===== src/rtl/pc_fetch_stage_pkg.sv =====
// Shared definitions for the instruction fetch stage.
//   XLEN             : datapath / address width
//   DEFAULT_RESET_PC : default PC loaded on reset
//   DEFAULT_PC_STEP  : default sequential PC increment
//   fetch_state_e    : fetch FSM state encoding
package pc_fetch_stage_pkg;

   localparam int unsigned XLEN = 32;

   localparam logic [XLEN-1:0] DEFAULT_RESET_PC = 32'h0000_0000;
   localparam logic [XLEN-1:0] DEFAULT_PC_STEP  = 32'd4;

   typedef enum logic [1:0] {
      ST_REQ  = 2'd0,   // request presented to instruction memory
      ST_WAIT = 2'd1,   // request accepted, waiting for the response
      ST_HOLD = 2'd2    // instruction buffered, waiting for decode
   } fetch_state_e;

endpackage


===== src/rtl/pc_fetch_stage_pc_reg.sv =====
// pc_reg: loadable XLEN-bit register holding the program counter.
// Ports:
//   clk   : clock, rising edge
//   rst_n : synchronous active-low reset, loads RESET_VAL
//   load  : when high, d is captured on the next rising edge
//   d     : value to load
//   q     : current register value
module pc_reg
   import pc_fetch_stage_pkg::*;
#(
   parameter logic [XLEN-1:0] RESET_VAL = DEFAULT_RESET_PC
) (
   input  logic            clk,
   input  logic            rst_n,
   input  logic            load,
   input  logic [XLEN-1:0] d,
   output logic [XLEN-1:0] q
);

   logic [XLEN-1:0] val_q, val_d;

   always_comb begin
      val_d = val_q;
      if (load) begin
         val_d = d;
      end
   end

   always_ff @(posedge clk) begin
      if (!rst_n) begin
         val_q <= RESET_VAL;
      end else begin
         val_q <= val_d;
      end
   end

   assign q = val_q;

endmodule


===== src/rtl/pc_fetch_stage.sv =====
// pc_fetch_stage: single-outstanding instruction fetch stage.
// Issues one instruction-memory request at a time from pc, buffers the
// returned word for decode and advances pc. A redirect replaces pc with
// next_pc_in and squashes any fetch already in flight.
// Ports:
//   clk, rst_n             : clock, synchronous active-low reset
//   next_pc_in, redirect   : redirect target and one-cycle redirect strobe
//   pc_plus_step           : pc + PC_STEP (combinational)
//   imem_req_valid/ready   : fetch request handshake, imem_addr is the address
//   imem_rsp_valid/data    : returned instruction word
//   if_valid/ready         : handshake to decode, if_instr/if_pc carry the word
module pc_fetch_stage
   import pc_fetch_stage_pkg::*;
#(
   parameter logic [XLEN-1:0] RESET_PC = DEFAULT_RESET_PC,
   parameter logic [XLEN-1:0] PC_STEP  = DEFAULT_PC_STEP
) (
   input  logic            clk,
   input  logic            rst_n,
   input  logic [XLEN-1:0] next_pc_in,
   input  logic            redirect,
   output logic [XLEN-1:0] pc_plus_step,
   output logic            imem_req_valid,
   input  logic            imem_req_ready,
   output logic [XLEN-1:0] imem_addr,
   input  logic            imem_rsp_valid,
   input  logic [XLEN-1:0] imem_rsp_data,
   output logic            if_valid,
   input  logic            if_ready,
   output logic [XLEN-1:0] if_instr,
   output logic [XLEN-1:0] if_pc
);

   fetch_state_e    state_q, state_d;
   logic [XLEN-1:0] pc_q, pc_d;
   logic            pc_load;
   logic [XLEN-1:0] inflight_pc_q, inflight_pc_d;
   logic            drop_q, drop_d;
   logic            if_valid_q, if_valid_d;
   logic [XLEN-1:0] if_instr_q, if_instr_d;
   logic [XLEN-1:0] if_pc_q, if_pc_d;

   pc_reg #(
      .RESET_VAL (RESET_PC)
   ) u_pc_reg (
      .clk   (clk),
      .rst_n (rst_n),
      .load  (pc_load),
      .d     (pc_d),
      .q     (pc_q)
   );

   assign pc_plus_step = pc_q + PC_STEP;

   // Gated by rst_n so no request is shown while reset is being applied.
   assign imem_req_valid = rst_n && (state_q == ST_REQ);
   assign imem_addr      = pc_q;
   assign if_valid       = if_valid_q;
   assign if_instr       = if_instr_q;
   assign if_pc          = if_pc_q;

   always_comb begin
      state_d       = state_q;
      pc_d          = pc_q;
      pc_load       = 1'b0;
      inflight_pc_d = inflight_pc_q;
      drop_d        = drop_q;
      if_valid_d    = if_valid_q;
      if_instr_d    = if_instr_q;
      if_pc_d       = if_pc_q;

      unique case (state_q)
         ST_REQ: begin
            if (redirect) begin
               pc_load = 1'b1;
               pc_d    = next_pc_in;
               // A request accepted alongside a redirect still gets a
               // response; wait for it and throw it away so only one
               // request is ever outstanding.
               if (imem_req_ready) begin
                  drop_d  = 1'b1;
                  state_d = ST_WAIT;
               end
            end else if (imem_req_ready) begin
               inflight_pc_d = pc_q;
               state_d       = ST_WAIT;
            end
         end

         ST_WAIT: begin
            if (redirect) begin
               pc_load = 1'b1;
               pc_d    = next_pc_in;
            end
            if (imem_rsp_valid) begin
               if (drop_q || redirect) begin
                  drop_d  = 1'b0;
                  state_d = ST_REQ;
               end else begin
                  if_valid_d = 1'b1;
                  if_instr_d = imem_rsp_data;
                  if_pc_d    = inflight_pc_q;
                  pc_load    = 1'b1;
                  pc_d       = pc_plus_step;
                  state_d    = ST_HOLD;
               end
            end else if (redirect) begin
               drop_d = 1'b1;
            end
         end

         ST_HOLD: begin
            if (redirect) begin
               pc_load    = 1'b1;
               pc_d       = next_pc_in;
               if_valid_d = 1'b0;
               state_d    = ST_REQ;
            end else if (if_ready) begin
               if_valid_d = 1'b0;
               state_d    = ST_REQ;
            end
         end

         default: begin
            state_d = ST_REQ;
         end
      endcase
   end

   always_ff @(posedge clk) begin
      if (!rst_n) begin
         state_q       <= ST_REQ;
         inflight_pc_q <= '0;
         drop_q        <= 1'b0;
         if_valid_q    <= 1'b0;
         if_instr_q    <= '0;
         if_pc_q       <= '0;
      end else begin
         state_q       <= state_d;
         inflight_pc_q <= inflight_pc_d;
         drop_q        <= drop_d;
         if_valid_q    <= if_valid_d;
         if_instr_q    <= if_instr_d;
         if_pc_q       <= if_pc_d;
      end
   end

endmodule

===== config.mk =====
export PLATFORM = sky130hd
export DESIGN_NAME = pc_fetch_stage
export DESIGN_NICKNAME = d
export VERILOG_FILES = /design/src/rtl/pc_fetch_stage_pkg.sv /design/src/rtl/pc_fetch_stage_pc_reg.sv /design/src/rtl/pc_fetch_stage.sv
export SDC_FILE = /design/constraint.sdc
export NUM_CORES = 1
export LEC_CHECK = 0
export ABC_AREA = 1
export BUFFER_PORTS_ARGS = -buffer_cell sky130_fd_sc_hd__buf_2
export CAP_MARGIN = 40
export CORE_MARGIN = 8
export CORE_UTILIZATION = 25
export DETAILED_ROUTE_END_ITERATION = 16
export PLACE_DENSITY = 0.47
export SETUP_SLACK_MARGIN = 0.4
export SYNTH_ARGS = -nofsm -noshare
export SYNTH_HDL_FRONTEND = slang
export SYNTH_HIERARCHICAL = 1
export SYNTH_SLANG_ARGS = --single-unit

===== constraint.sdc =====
create_clock -name clk -period 2.3 [get_ports clk]
set_clock_uncertainty 0.15 [all_clocks]
set_input_delay 0.46 -clock clk [delete_from_list [all_inputs] [get_ports clk]]
set_output_delay 0.46 -clock clk [all_outputs]
set_load 0.01 [all_outputs]

==> run metrics <==
post-placement worst setup slack=0.00639 ns; port buffer count=199; final layout net count=1368; RSZ-0062 raised after global routing=true; Clock Latency Late Sink=0.43 ns; Reg clk slew, reported paths=0.07 ns; fin crit period=2.53 ns; fillers=2743; peak supply drop=441 µV; largest net degree at the start of global routing=99; worst-case hold slack=0.102 ns; worst slew pin tran=0.402 ns; Post-synth EDFFs=0; top post-synthesis cells by area=dfxtp_1 (41%), nor2_1 (14%), nand2_1 (11%); # diodes=0; sequential element share of the synthesized area=0.405; Core Box Area=25800 µm²; Pre-antenna DRT Iters=5; Post-synth top flop=dfxtp_1; max-cap viol count=0; worst rel slew slack=0.732; synthesis-stage register bit count=132; Synth Warn #=6; Hold Buf Count CTS=0; fmax=0.395 GHz; HP Class=in -> reg; initial core utilization=0.252; Levels on crit path=8; worst stage delay on the critical path=0.36 ns; fraction of registers with async set/reset=0; Yosys top cell area share=0.405; H-tree depth=4; P_leak=0.00505 µW; required time of the critical path=1.69 ns; number of global-route vias before repair=7288; Final Hold Viols=0; crit path capture type=output pin; failing checks=setup timing; die area=31500 µm²; cells after synthesis=1001; crit share post-route=1.10; setup ws final=-0.232 ns; total gr overflow=0; row cnt=59; Clock Sinks=132; Layout area overhead=58.5%; Post-route DRC=0; Max stage delay cell, worst path=dfxtp_2; CTS max path bufs=2; Setup violations, final=24; min-delay src=imem_rsp_data[30]; CP Max Fanout=3; Critical Path AT=1.92 ns; Routability Congestion=0.878; Root Buffer=clkbuf_16; Crit. Startpoint=u_pc_reg/q[12]$_SDFFE_PN0P_; r2r startpoint=u_pc_reg/q[12]$_SDFFE_PN0P_; die height=177 µm; worst path cell trace=buf_6, nand4_1, nor2_4, inv_2, nor2_4, nand4_1, and2_4, buf_6; post-synth top area cell=dfxtp_1; first-pass GRT wire length=40900 µm; TritonCTS Buffers=17; Cell Area, Synth=6520 µm²; all-layer global routing usage=0.168; CTS tree=built; cell family with most CP delay=simple AND/OR/NAND/NOR gates; syn nets=1072; Critical Path Start Type=register; initial antenna violation count=4; vias=7559; Post-synth top cells=nor2_1 (241), nand2_1 (191), dfxtp_1 (132); wire per inst=16.8 µm; share of layout cells above drive strength 1=0.408; Vias/cell=4.60; hpwl dp=19500 µm; pwr dens=651 nW/µm²; Synth cell types=32; Buf/Inv on CP=3; Top Ports=200; Worst Setup Path Type=reg -> out; top-count cell post-synth=nor2_1; r2r worst-path depth=19; status=finished, violations left; hold path cells=3; Chip Width=177 µm; Routed WL=27600 µm; Slew Viols, Final=0; ANT nets after route=0; Avg Inst Size Synth=6.51 µm²; drt initial violations=619
## worst reg2reg max path: cells and delay by family (launching register included)
family | cells | cell delay [ns]
buffers and inverters | 10 | 0.95
DFF | 1 | 0.36
AOI/OAI and AO/OA | 1 | 0.05
and+or+nand+nor | 8 | 0.74
## sequential cells by signal, indices dropped and copies added (netlist names)
name           cells
if_instr          32
if_pc             32
inflight_pc_q     32
u_pc_reg/q        32
state_q            2
drop_q             1
if_valid           1
## stage by stage
step,util,std cells,area [µm²],total power [µW],TNS (ns)
6_report,0.400,1645,10300,6730,-2.95
5_1_grt,0.400,1645,10300,7060,-5.33
4_1_cts,0.371,1622,9600,6690,-2.82
3_5_place_dp,0.322,1553,8320,3660,0
3_3_place_gp,0.322,1553,8320,3660,-0.0601
2_1_floorplan,-,1001,6600,3150,0
## timing repair
| item | 4_1_cts | 5_1_grt |
|---|---|---|
| setup endpoints to repair | 50 | 75 |
| resized for setup | 106 | 143 |
| buffers inserted | 37 | 22 |
| gates cloned | 0 | 1 |
| pin swaps | 44 | 49 |
## cell type report
| cell class | instances | area (µm²) | share of cell area |
|---|---|---|---|
| inverter | 104 | 408 | 0.0395 |
| clock buffer | 17 | 425 | 0.0412 |
| timing repair buffer | 330 | 2320 | 0.225 |
| sequential | 132 | 2720 | 0.263 |
| clock inverter | 15 | 194 | 0.0188 |
| multi-input combinational | 712 | 3840 | 0.372 |
| tap | 335 | 419 | 0.0406 |
## layout by cell type, fill, tap and decap left out, drive strengths merged, types with 10 or more instances in the layout
master  count
a21oi      69
a22oi      10
buf       329
clkbuf     18
dfxtp     132
inv       110
nand2     195
nand3      28
nor2      248
o21ai     120
xor2       12
## power by group
group	leakage [µW]	total (µW)	switching (µW)	internal [µW]
clock	0.000295	2890	1160	1730
combinational	0.00366	1300	742	554
sequential	0.00109	2540	116	2420
total	0.00505	6730	2020	4710
## per-layer routing
layer  part of all wire  GRT usage  vias up
met2               0.46      0.260      235
li1                   -          -     3758
met1               0.44      0.213     3514
met5             0.0015          0        -
met3              0.071     0.0489       44
met4              0.029     0.0771        8
## final timing paths
kind                                               endpoint  slack, ns
worst max-delay path                       pc_plus_step[30]      -0.23
worst max register to register  u_pc_reg/q[24]$_SDFFE_PN0P_      -0.07
worst min-delay path              if_instr[30]$_SDFFE_PN0P_       0.10
worst min register to register        if_pc[3]$_SDFFE_PN0P_       0.31
## cells by family (layout without fill, tap and decap cells)
group,count (synthesis),count (layout),synth area share
AOI/OAI and AO/OA,209,209,0.170
xor gates and xnor gates,13,13,0.0175
adders and majority gates,1,1,0.00192
buffers and inverters,157,466,0.105
DFF,132,132,0.405
and+or+nand+nor,489,489,0.299
(Power assumes the default switching activity.)
